<file path="config.mk">
export PLATFORM = sky130hd
export DESIGN_NAME = plic_claim_arbiter
export DESIGN_NICKNAME = d
export VERILOG_FILES = /design/src/rtl/plic_claim_arbiter.sv
export SDC_FILE = /design/constraint.sdc
export NUM_CORES = 1
export LEC_CHECK = 0
export BUFFER_PORTS_ARGS = -buffer_cell sky130_fd_sc_hd__buf_2
export CELL_PAD_IN_SITES_DETAIL_PLACEMENT = 0
export CELL_PAD_IN_SITES_GLOBAL_PLACEMENT = 2
export CORE_ASPECT_RATIO = 0.75
export CORE_MARGIN = 2
export CORE_UTILIZATION = 23
export DETAILED_ROUTE_END_ITERATION = 8
export PLACE_DENSITY = 0.78
export SYNTH_ARGS = -nofsm -noshare
export SYNTH_HDL_FRONTEND = slang
export SYNTH_SLANG_ARGS = --single-unit
export TNS_END_PERCENT = 10
</file>
<file path="constraint.sdc">
create_clock -name pclk -period 4.2 [get_ports pclk]
set_input_delay 0.21 -clock pclk [delete_from_list [all_inputs] [get_ports pclk]]
set_output_delay 0.21 -clock pclk [all_outputs]
set_load 0.05 [all_outputs]
</file>
<file path="src/rtl/plic_claim_arbiter.sv">
// PLIC per-target priority resolver: sequential one-source-per-cycle scan, threshold compare,
// and claim/complete sequencing against an in-service mask.
module plic_claim_arbiter #(
  parameter int unsigned IRQ_NUM    = 32,
  parameter int unsigned PRIO_WIDTH = 3,
  parameter int unsigned ID_WIDTH   = $clog2(IRQ_NUM)
) (
  input  logic                           pclk,
  input  logic                           prst,
  input  logic [IRQ_NUM-1:0]             ip_i,
  input  logic [IRQ_NUM-1:0]             ie_i,
  input  logic [IRQ_NUM*PRIO_WIDTH-1:0]  prio_i,
  input  logic [PRIO_WIDTH-1:0]          thold_i,
  input  logic                           claim_req_i,
  input  logic                           comp_req_i,
  input  logic [ID_WIDTH-1:0]            comp_id_i,
  output logic [ID_WIDTH-1:0]            claim_id_o,
  output logic [IRQ_NUM-1:0]             claim_clr_o,
  output logic [IRQ_NUM-1:0]             comp_o,
  output logic [ID_WIDTH-1:0]            max_id_o,
  output logic [PRIO_WIDTH-1:0]          max_prio_o,
  output logic                           ext_irq_o,
  output logic [IRQ_NUM-1:0]             busy_mask_o
);

  typedef enum logic [0:0] {StScan, StCommit} state_e;

  localparam logic [ID_WIDTH-1:0] FirstId = ID_WIDTH'(1);
  localparam logic [ID_WIDTH-1:0] LastId  = ID_WIDTH'(IRQ_NUM - 1);

  state_e                state_q, state_d;
  logic [ID_WIDTH-1:0]   idx_q, idx_d;
  logic [ID_WIDTH-1:0]   best_id_q, best_id_d;
  logic [PRIO_WIDTH-1:0] best_prio_q, best_prio_d;
  logic [ID_WIDTH-1:0]   max_id_q, max_id_d;
  logic [PRIO_WIDTH-1:0] max_prio_q, max_prio_d;
  logic [IRQ_NUM-1:0]    busy_q, busy_d;
  logic [IRQ_NUM-1:0]    comp_q, comp_d;

  logic                  cur_ip, cur_ie, cur_busy, eligible;
  logic [PRIO_WIDTH-1:0] cur_prio;
  logic [IRQ_NUM-1:0]    max_hot, comp_hot;
  logic                  claim_fire, comp_fire;

  // Decoders run only over legal slots, so slot 0 and IDs >= IRQ_NUM never decode.
  always_comb begin
    cur_ip   = 1'b0;
    cur_ie   = 1'b0;
    cur_busy = 1'b0;
    cur_prio = '0;
    max_hot  = '0;
    comp_hot = '0;
    for (int unsigned i = 1; i < IRQ_NUM; i++) begin
      if (idx_q == ID_WIDTH'(i)) begin
        cur_ip   = ip_i[i];
        cur_ie   = ie_i[i];
        cur_busy = busy_q[i];
        cur_prio = prio_i[i*PRIO_WIDTH +: PRIO_WIDTH];
      end
      max_hot[i]  = (max_id_q == ID_WIDTH'(i));
      comp_hot[i] = (comp_id_i == ID_WIDTH'(i));
    end
  end

  assign eligible   = cur_ip & cur_ie & ~cur_busy & (cur_prio != '0);
  assign claim_fire = claim_req_i & (max_id_q != '0);
  // Uses the pre-cycle busy mask, so completing the ID being claimed is ignored.
  assign comp_fire  = comp_req_i & |(comp_hot & busy_q);

  always_comb begin
    state_d     = state_q;
    idx_d       = idx_q;
    best_id_d   = best_id_q;
    best_prio_d = best_prio_q;
    max_id_d    = max_id_q;
    max_prio_d  = max_prio_q;
    busy_d      = busy_q;
    comp_d      = '0;

    if (claim_fire) begin
      busy_d      = busy_q | max_hot;
      max_id_d    = '0;
      max_prio_d  = '0;
      best_id_d   = '0;
      best_prio_d = '0;
      idx_d       = FirstId;
      state_d     = StScan;
    end else begin
      unique case (state_q)
        StScan: begin
          if (eligible && (cur_prio > best_prio_q)) begin
            best_id_d   = idx_q;
            best_prio_d = cur_prio;
          end
          if (idx_q == LastId) begin
            state_d = StCommit;
          end else begin
            idx_d = idx_q + FirstId;
          end
        end
        StCommit: begin
          max_id_d    = best_id_q;
          max_prio_d  = best_prio_q;
          best_id_d   = '0;
          best_prio_d = '0;
          idx_d       = FirstId;
          state_d     = StScan;
        end
        default: state_d = StScan;
      endcase
    end

    if (comp_fire) begin
      busy_d = busy_d & ~comp_hot;
      comp_d = comp_hot;
    end
  end

  always_ff @(posedge pclk) begin
    if (prst) begin
      state_q     <= StScan;
      idx_q       <= FirstId;
      best_id_q   <= '0;
      best_prio_q <= '0;
      max_id_q    <= '0;
      max_prio_q  <= '0;
      busy_q      <= '0;
      comp_q      <= '0;
    end else begin
      state_q     <= state_d;
      idx_q       <= idx_d;
      best_id_q   <= best_id_d;
      best_prio_q <= best_prio_d;
      max_id_q    <= max_id_d;
      max_prio_q  <= max_prio_d;
      busy_q      <= busy_d;
      comp_q      <= comp_d;
    end
  end

  assign claim_id_o  = max_id_q;
  assign claim_clr_o = claim_fire ? max_hot : '0;
  assign comp_o      = comp_q;
  assign max_id_o    = max_id_q;
  assign max_prio_o  = max_prio_q;
  assign ext_irq_o   = (max_id_q != '0) && (max_prio_q > thold_i);
  assign busy_mask_o = busy_q;

endmodule

</file>
### Word-level counts from Yosys, hierarchy flattened

Cells that the tools add are included.

| word-level totals | value |
|---|---|
| register bits after elaboration | 86 |
| latch bits | 0 |
| bits in writable memories | 0 |
| ROM bits | 0 |
| input port bits | 172 |
| output and inout bits | 110 |
| word-level logic and storage cells | 261 |
| memories | 0 |

| operators by class | value |
|---|---|
| add/sub/neg operators | 1 |
| multipliers | 0 |
| div/mod/pow operators | 0 |
| $lt $le $gt $ge | 2 |
| equality and inequality tests | 95 |
| shift operators | 0 |
| muxes and demuxes | 135 |
| bitwise operators | 12 |
| reductions and logical operators | 7 |

Operators with widths:

| cell | count |
|---|---|
| $eq 5x5->1 const B | 48 |
| $eq 5x4->1 const B | 24 |
| $mux 3 | 32 |
| $mux 32 | 3 |
| $mux 1 | 94 |
| $and 32x32->32 | 2 |
| $eq 5x3->1 const B | 12 |
| $not 32->32 | 1 |
| $or 32x32->32 | 1 |
| $reduce_or 32->1 | 1 |
| $eq 5x2->1 const B | 6 |
| $pmux 5 s2 | 2 |
| $eq 5x1->1 const B | 3 |
| $mux 5 | 2 |
| $gt 3x3->1 | 2 |
| $pmux 3 s2 | 1 |
| $add 5x1->5 const B | 1 |
| $and 1x1->1 | 5 |
| $reduce_bool 5->1 | 1 |
| $ne 2x2->1 const B | 2 |
| $reduce_or 2->1 | 2 |
| $not 1->1 | 3 |
| $reduce_bool 3->1 | 1 |
| $logic_and 1x1->1 | 2 |
| $pmux 1 s2 | 1 |

### Longest topological paths before layout

Gate-level depths: netlist (run 1).

| depth | value |
|---|---|
| depth in word-level cells | 38 |
| depth in mapped cells | 24 |

### Least setup slack after synthesis (run 1)

Ideal clock, no wire load.

| timing path | value |
|---|---|
| path kind | register to register |
| start point | register idx_q[2] |
| end point | register best_prio_q[0] |
| arrival | 4.073 ns |
| required time | 4.071 ns |
| slack | -0.003 ns |
| cell stages (with the launch flop) | 20 |
| path buffers | 6 |
| clock period less this slack | 4.203 ns |
| path through | dfxtp_1 buf_2 buf_2 buf_4 clkbuf_1 and3_1 ha_1 clkbuf_1 clkbuf_1 o21ai_0 nor4_1 o2bb2ai_1 ha_1 a32o_1 a21oi_1 nor3b_1 o221ai_1 a211o_4 nor2_2 o32ai_1 |

| on the way | value |
|---|---|
| word-level cells in the longest chain between the ends | 37 |
| elaborated cells between the ends (all ways) | 165 |

Ends and longest elaborated chain:

| what | line | text |
|---|---|---|
| start, declared | 32 | `logic [ID_WIDTH-1:0] idx_q, idx_d;` |
| start signal, assigned | 122 | `idx_q <= FirstId;` |
| start signal, assigned | 131 | `idx_q <= idx_d;` |
| $eq 5x1->1 | 54 | `if (idx_q == ID_WIDTH'(i)) begin` |
| $mux 1 (31 in a row) | 54 |  |
| $and 1x1->1 / $not 1->1 (equally long branches) | 65 | `assign eligible = cur_ip & cur_ie & ~cur_busy & (cur_prio != '0);` |
| $and 1x1->1 (2 in a row) | 65 |  |
| $logic_and 1x1->1 | 91 | `if (eligible && (cur_prio > best_prio_q)) begin` |
| $ne 2x2->1 (no line) | n/a |  |
| end signal, assigned | 133 | `best_prio_q <= best_prio_d;` |
| end, declared | 34 | `logic [PRIO_WIDTH-1:0] best_prio_q, best_prio_d;` |

Several ways; a longest one is shown, not always the timed one. The select of a mux whose other input is x is not followed.
A chain may end at the register's enable or synchronous reset.

### Worst setup path after layout (run 1)

| timing path | value |
|---|---|
| start point | register idx_q[1] |
| end point | register best_prio_q[2] |

The elaborated chain is that of the path after synthesis.

==> results.md, run 1 <==
- Global routing used 22.8% of the available tracks across all layers.
- For this block, the via count after detailed routing is 8239.
- The fraction of registers with async set or reset after synthesis is 0%.
- The placement row count is 52.
- The fraction of the cycle the final worst path needs is a little over nine tenths.
- Summing every instance area after synthesis gives 6340 um^2.
- The worst-skew pair later-pin latency is roughly 0.34 ns.
- The remaining global-route overflow is 0.
- The overall power of the completed layout is 2.34 mW.
- The cell at the root of the clock tree is clkbuf_16.
- The number of different library cells in the post-synthesis netlist is 74.
- The initial detailed-routing violation count is 741.
- STA puts the critical path data required time at 4.42 ns.
- At the worst endpoint, the arrival time is 4.32 ns.
- The effective utilization at floorplan is 23.4%.
- The height of the die is 148 um.
- After detailed routing, the average wire length per cell comes to 22.3 um.
- TritonCTS built the clock tree.
- The cell count after synthesis came out at approximately 900.
- In this run the worst path has a maximum fanout of 7.
- For this run, the top clock speed supported by timing is ~240 MHz.
- The endpoint of the worst register-to-register path is best_prio_q[2].
- The count of warnings emitted by yosys is 0.
- The clock transition at the register clock pins on the worst setup and hold paths after CTS is 0.06 ns.
- The final net count is 1371.
- The launch instance of the worst min-delay path is comp_id_i[4].
- Measured against its own limit, the worst slew margin works out to 22.6%.
- The startpoint of the worst-slack reg-to-reg timing path is idx_q[1].
- The count of cells along the worst hold path is 2.
- Among the stages of the critical path, the cell type that occurs most often is buf_6.
- The quantity of I/O buffers inserted on ports is 273.
- In this design, the stage delay of the slowest critical-path cell is 0.50 ns.
- The number of remaining DRC errors is 0.
- The first global-routing pass estimated 50100 um of wire.
- In the layout the commonest cells are 273 x buf_2, 149 x nor2_1, 92 x buf_4.
- By startpoint and endpoint, the worst setup path is classified as reg2reg.
- On the final layout, the worst clock skew is 0.00746 ns.
- In this run the standard cell core region covers 27100 um^2.
- Among all flip-flop cells after synthesis, the most frequent one is dfxtp_1.
- At the end of routability-driven placement, the weighted congestion stood at 0.938.
- The count of hold-fix buffers inserted at cts is 0.
- The count of endpoints failing hold in the final timing report is 0.
- Before CTS, the worst setup slack after placement is -0.145 ns.
- The clock passes through at most 2 buffers.
- The most common cell after layout, fill and taps aside is buf_2.
- For this design, the sink count on the clock tree is 84.
- The number of global-route vias before repair is about 7700.
- The path category of the worst min-delay check is in2reg.
- The largest net degree at the start of global routing is 37.
- Walking the worst path, the cells encountered are inv_1 -> ha_2 -> buf_6 -> and4b_1 -> buf_6 -> a222oi_1 -> nand2_1 -> nor4_4 -> o2bb2ai_2 -> ha_1 -> a32o_2 -> a21oi_4 -> nor3b_4 -> o221ai_4 -> a211o_4 -> nor2_4 -> o32ai_1.
- The max-cap check violation count is 0.
- CTS built an H-tree with a depth of 3.
- IR analysis of the VDD net gives a maximum drop of 164 uV.
- Counting the buffers created by CTS gives 9.
- The number of nets still failing antenna checks after routing is 0.
- Dividing the synthesized area by the synthesized cell count gives 7.23 um^2.
- The cell type contributing the most total cell area after synthesis is dfxtp_1.
- The count of state elements after synthesis is 84.
- The least setup slack across all paths after layout is 0.105 ns.
- The iteration count of the initial detailed-routing pass is 5.
- The count of endpoints failing setup in the final report is 0.
- The setup slack of the most critical reg-to-reg path is ~0.10 ns.
- The number of antenna violations at the first check in global routing came to 2.
- The number of vias per cell is 5.34.
- The die is 196 um wide.
- Of the synthesized area, sequential elements account for 26.5%.
- Of the cells placed in the final design, the portion with a size suffix greater than 1 is around two fifths.
- Counting flops with a built-in enable in the synthesized netlist gives 0.
- The nature of the critical path startpoint is a flop.
- The sink of the worst hold path is comp_o[4].
- The final period demand of the worst path is 4.10 ns.
- The die covers 28900 um^2.
- The routed design has roughly 34000 um of wire.
- The flow ran to the end, and the final reports show no timing, DRC or antenna violations.
- The leakage component of the power is roughly 4.0 nW.
- Power spread over the standard cell area amounts to 253 nW/um^2.
- The layout-stage area growth over the synthesis result is 45.4%.
- The top cell type by area accounts for a little over a quarter of the synthesized area.
- At the pin with the least slew margin, the transition time is 1.15 ns.
- The slowest stage of the critical path belongs to the cell a222oi_1.
- The sort of element at the end of the critical path is a flop.
- The cell depth of the worst flop-to-flop path is 17.
- 282 I/O pins were placed.
- Yosys attributes the largest share of cell area to dfxtp_1 27%, nor2_1 8.8%, a21oi_1 5.1%.
- The HPWL after detailed placement is 27900 um.
- The max-slew violation total from the final report is 0.
[worst max path at each step]
stage               startpoint             end  cells past startpoint
floorplan             idx_q[2]  best_prio_q[0]                     21
global placement      idx_q[0]  best_prio_q[2]                     18
detailed placement    idx_q[0]  best_prio_q[0]                     18
CTS                   idx_q[1]  best_prio_q[2]                     19
global route          idx_q[1]    best_id_q[0]                     17
finish                idx_q[1]  best_prio_q[2]                     17
[layout make-up]
cell class / instances / area (um^2)
Timing Repair Buffer: 377 / 2270
Multi-Input combinational cell: 673 / 4380
Clock buffer: 11 / 243
Antenna cell: 1 / 2.50
Clock inverter: 4 / 48.8
Sequential cell: 84 / 1690
Tap cell: 351 / 439
Fill cell: 3004 / 17800
Inverter: 42 / 161
[per-stage QoR]
step,util (%),hold WS (ns),instance area (um^2),instances,TNS [ns]
6_report,34.1,0.289,9230,1543,0
5_1_grt,34.1,0.280,9220,1542,-0.105
4_1_cts,33.1,0.258,8950,1537,0
3_5_place_dp,31.9,0.482,8630,1522,-0.832
3_3_place_gp,31.9,0.474,8630,1522,-0.590
2_1_floorplan,-,0.425,6350,880,0
[cell families (layout without fill, tap and decap cells)]
family,Yosys count,after routing,share of synthesized area (%)
muxes,13,13,2.45
adders and majority gates,12,12,2.37
DFF,84,84,26.5
other,1,4,0.0591
xor gates and xnor gates,2,2,0.276
and+or+nand+nor,371,371,30.4
buffers and inverters,124,434,8.62
AOI/OAI and AO/OA,271,272,29.3
[synth_stat cells (all sizes together) (3+ instances only)]
library cell	count
or3	13
nor3b	12
a22oi	10
or3b	6
and4b	5
nor2b	17
a22o	7
nand3	24
o221ai	8
a2bb2oi	3
a21o	3
clkbuf	40
inv	41
and3b	3
nand4bb	4
nand4	10
o22ai	22
o32ai	6
and4bb	3
nand3b	9
o2111ai	3
a221o	3
or2	9
ha	12
a21oi	65
o211ai	5
a221oi	15
nor3	21
nand2b	19
and3	5
nand4b	11
a31oi	5
a311oi	10
nor4	4
dfxtp	84
o311ai	3
mux2i	11
o31ai	3
buf	42
nand2	45
o21ai	45
nor2	150
a211oi	34
[critical path, delay by kind of cell (launching register included)]
| family | cells | cell delay [ns] |
|---|---|---|
| compound gates | 7 | 1.77 |
| simple gates | 5 | 1.04 |
| fa+ha+maj | 2 | 0.43 |
| flops | 1 | 0.38 |
| buf+inv | 3 | 0.35 |
[sequential cells by signal, summed over array words and instances (netlist names)]
register,cells
state_q,1
best_prio_q,3
idx_q,5
claim_id_o,5
best_id_q,5
busy_mask_o,31
comp_o,31
max_prio_o,3
[what timing repair did]
action | 4_1_cts | 5_1_grt
gates resized for setup | 8 | 54
setup endpoints to repair | 8 | 8
endpoints found under the hold margin | 0 | 0
pin swaps | 1 | 18
setup buffers | 0 | 5
cloned | 0 | 1
[routing by layer]
| metal | GRT usage, % | vias up | wire, um |
|---|---|---|---|
| met5 | 0 | - | 13 |
| met4 | 2.01 | 2 | 179 |
| met3 | 6.05 | 21 | 3140 |
| met2 | 31.9 | 384 | 14000 |
| met1 | 35.6 | 3978 | 17100 |
| li1 | - | 3854 | - |
[where the power goes]
group	leakage (nW)	internal [mW]	total (mW)	switching, mW
Clock	0.146	0.474	0.800	0.326
Sequential	0.678	0.804	0.813	0.00849
Combinational	3.19	0.317	0.724	0.407
Note: power is estimated with default switching activity, not from simulation.
==> run 2, diff against run 1 <==
Settings changed: ABC_AREA set to 1, CORE_MARGIN 2 to 4, PLACE_DENSITY 0.78 to 0.82.
Clock period 4.2 ns to 4.23 ns, I/O delays scaled along.
==> run 2 against run 1 <==
  * Final cell count up 12%
  * Final area down 5.9%
  * Sequential share of layout area up 1.2 points
  * First-iteration DRC count down 48%
  * Clock skew down 0.00084 ns
  * Clock power down 1%
==> results.md, run 2 <==
- Outcome: completed (unchanged).
- The worst-skew pair later-pin latency is 0.35 ns (was 0.34 ns).
- The number of instances in the synthesized netlist was 1065 (was 878).
- The fraction of the cycle the final worst path needs came to 98.4% (was 97.5%).
- The count of warnings emitted by yosys came to 0 (unchanged).
- The maximum cell stage delay along the critical path is 0.37 ns (was 0.50 ns).
- The mux contribution to synthesized area is 0% (was 2.45%).
- The basic-gate share of the synthesized area counting and, or, nand and nor cells is 39.9% (was 30.4%).
- The cell type contributing the most total cell area after synthesis is dfxtp_1 (unchanged).
- Most used standard cells in the synthesized netlist: 326 x nand2_1, 185 x inv_1, 155 x nor2_1, 84 x dfxtp_1, 53 x o21ai_0 (was 149 x nor2_1, 84 x dfxtp_1, 65 x a21oi_1, 45 x nand2_1, 41 x inv_1).
- The cell at the root of the clock tree is clkbuf_16 (unchanged).
- The max-slew violation total from the final report is 0 (unchanged).
- The total wire length is 29400 um (was 34400 um).
- The final net count came to 1556 (was 1371).
- The number of nets still failing antenna checks after routing was 0 (unchanged).
- The sink count of the clock tree came to 84 (unchanged).
- The count of pins on the block boundary came to 282 (unchanged).
- The placement row count is 51 (was 52).
- The proportion of netlist area held by the largest area contributor was 27.4% (was 26.5%).
- The synthesized area per cell is 5.75 um^2 (was 7.23 um^2).
- The height of the die is 149 um (was 148 um).
- The global placer's final weighted congestion is 0.872 (was 0.938).
- The maximum vdd drop is 192 uV (was 164 uV).
- The quantity of I/O buffers inserted on ports is 273 (unchanged).
- The placed cell area is 8140 um^2 (was 8630 um^2).
- The worst-path cell with the longest stage delay was dfxtp_4 (was a222oi_1).
- The count of endpoints failing hold in the final timing report is 0 (unchanged).
- The compound-gate portion of the synthesized area came to 15.4% (was 29.3%).
- The xor/xnor share of the synthesized area was 0.286% (was 0.276%).
- The combinational family with the most area after synthesis is simple AND/OR/NAND/NOR gates (unchanged).
- The data required time at the worst endpoint was 4.47 ns (was 4.42 ns).
- The global-route wire length before repair was 43300 um (was 50100 um).
- The share of post-route cells with drive strength above 1 came to 30.3% (was 38.5%).
- The remaining global-route overflow is 0 (unchanged).
- The fraction of registers with async set or reset after synthesis is 0% (unchanged).
- The layout-stage area growth over the synthesis result is 41.7% (was 45.4%).
- The estimated wirelength of the detail-placed design is 24500 um (was 27900 um).
- The path category of the worst min-delay check is in2reg (unchanged).
- The post-placement cell count is 1702 (was 1522).
- Commonest cells after routing, fill and taps aside: 317 x nand2_1, 273 x buf_2, 179 x inv_1 (was 273 x buf_2, 149 x nor2_1, 92 x buf_4).
- Most area-consuming cells after synthesis: dfxtp_1 27%, nand2_1 20%, inv_1 11% (was dfxtp_1 27%, nor2_1 8.8%, a21oi_1 5.1%).
- The number of global-route vias before repair is 7448 (was 7724).
- The areal power density over the cells is 266 nW/um^2 (was 253 nW/um^2).
- The sort of element at the end of the critical path is a flop (unchanged).
- The cell seen most often among critical-path stages is nand2_1 (was buf_6).
- The sequential element share of the synthesized area is 27.4% (was 26.5%).
- The area of all placed cells without fillers is 8680 um^2 (was 9230 um^2).
- The worst relative slew slack is 48.9% (was 22.6%).
- The final cell count without fillers was 1722 (was 1543).
- The count of endpoints failing setup in the final report came to 0 (unchanged).
- The number of clock buffers inserted by TritonCTS came to 9 (unchanged).
- The total die area came to 29300 um^2 (was 28900 um^2).
- The mean routed wirelength per cell is 17.0 um (was 22.3 um).
- The number of enable-type register cells in the synthesized netlist was 0 (unchanged).
- The largest fanout on the critical path came to 5 (was 7).
- The most frequently used cell type in the post-synthesis netlist is nand2_1 (was nor2_1).
- The clock transition at the register clock pins on the worst setup and hold paths after CTS was 0.06 ns (about the same).
- The number of filler cells placed in the layout is 2983 (was 3004).
- The global-route usage over all layers was 19.1% (was 22.8%).
- The initial detailed-routing violation count came to 388 (was 741).
- The core footprint is 26100 um^2 (was 27100 um^2).
- The CTS tree is yes (unchanged).
- The type of the worst setup path was reg2reg (unchanged).
- The number of remaining DRC errors is 0 (unchanged).
- The critical path arrival came to 4.40 ns (was 4.32 ns).
- The dominant register cell in the synthesized netlist is dfxtp_1 (unchanged).
- Setup repair after global routing could not meet its margin everywhere.
- The number of antenna violations at the first check in global routing is 5 (was 2).
- The clock tree buffer depth is 2 (unchanged).
- The final period demand of the worst path is 4.16 ns (was 4.10 ns).
- The leakage component of the power was 4.57 nW (was 4.01 nW).
- The post-synthesis share of cell area spent on full adders, half adders and majority gates is 2.45% (was 2.37%).
- The highest clock frequency the design can meet is 240 MHz (was 244 MHz).
- The worst clock skew was 0.00662 ns (was 0.00746 ns).
- The setup slack of the most critical reg-to-reg path is 0.07 ns (was 0.10 ns).
- The effective utilization at floorplan came to 23.5% (was 23.4%).
- The via count of the routed design is 7671 (was 8239).
- The worst-margin pin slew was 0.765 ns (was 1.15 ns).
- The cell area after synthesis was 6130 um^2 (was 6340 um^2).
- The overall die width is 196 um (about the same).
- The number of different library cells in the post-synthesis netlist was 47 (was 74).
- The worst hold slack after final layout is 0.251 ns (was 0.289 ns).
- The count of state elements after synthesis is 84 (unchanged).
- The most common cell after layout, fill and taps aside was nand2_1 (was buf_2).
- The largest net degree at the start of global routing is 33 (was 37).
- The nature of the critical path startpoint is a flop (unchanged).
- The iteration count of the initial detailed-routing pass is 6 (was 5).
- The max-cap check violation count is 0 (unchanged).
- The number of H-tree levels is 3 (unchanged).
- The number of vias per cell was 4.45 (was 5.34).
## run 2: path summary, 6_finish.rpt
kind | cells after the start | to | from
setup / recovery | 43 | best_id_q[3] | idx_q[0]
hold / removal | 4 | comp_o[4] | comp_id_i[0]
setup reg to reg | 43 | best_id_q[3] | idx_q[0]
hold reg to reg | 2 | best_id_q[4] | best_id_q[4]
## run 2: repair_timing
| item | 4_1_cts | 5_1_grt |
|---|---|---|
| setup endpoints to repair | 8 | 8 |
| gates cloned | 1 | 0 |
| buffers inserted | 0 | 2 |
| pin swaps | 3 | 15 |
| hold buffers | 0 | 0 |
| gates resized for setup | 12 | 45 |
## run 2: area by class of cell
| cell class | count | area [um^2] | area share (%) |
|---|---|---|---|
| sequential | 84 | 1690 | 19.5 |
| clock buffer | 13 | 250 | 2.88 |
| antenna | 2 | 5.00 | 0.0576 |
| timing repair buffer | 322 | 1750 | 20.2 |
| multi-input combinational | 760 | 3780 | 43.5 |
| inverter | 195 | 737 | 8.49 |
| tap | 344 | 430 | 4.96 |
| clock inverter | 2 | 35.0 | 0.403 |
## run 2: cell families after synthesis
kind of cell	count (synthesis)
AND/OR/NAND/NOR	586
buffers and inverters	224
AO/OA/AOI/OAI	156
flip-flops	84
adder cells (fa/ha/maj)	12
XOR/XNOR	2
other	1
## run 2: stage by stage
step / util, % / TNS (ns) / power (mW) / setup slack [ns]
2_1_floorplan: - / 0 / 1.21 / 0.392
3_3_place_gp: 31.2 / 0 / 1.44 / 0.0162
3_5_place_dp: 31.2 / -0.491 / 1.45 / -0.0777
4_1_cts: 32.4 / 0 / 2.25 / 0.00388
5_1_grt: 33.3 / -2.92 / 2.45 / -0.404
6_report: 33.3 / 0 / 2.31 / 0.0696
## run 2: layer usage
| metal | global-route usage, % | part of all wire, % | wire [um] | vias up |
|---|---|---|---|---|
| met5 | 0 | 0.12 | 35 | - |
| met4 | 4.26 | 1.2 | 348 | 6 |
| met3 | 4.15 | 6.6 | 1940 | 31 |
| met2 | 28.3 | 41 | 12100 | 232 |
| met1 | 28.2 | 51 | 14900 | 3475 |
| li1 | - | - | - | 3927 |
## run 2: report_power, final
part           leakage [nW]  internal [mW]  switching (mW)  total, mW
Sequential            0.679          0.805          0.0176      0.822
Combinational          3.75          0.296           0.402      0.698
Clock                 0.140          0.470           0.319      0.789
Total                  4.57           1.57           0.738       2.31
## run 2: critical path: cells and delay by family, from the launching register on
family          cells  cell delay [ns]
fa+ha+maj           2             0.43
compound gates      8             1.10
flops               1             0.37
buf+inv             3             0.20
simple gates       30             1.96
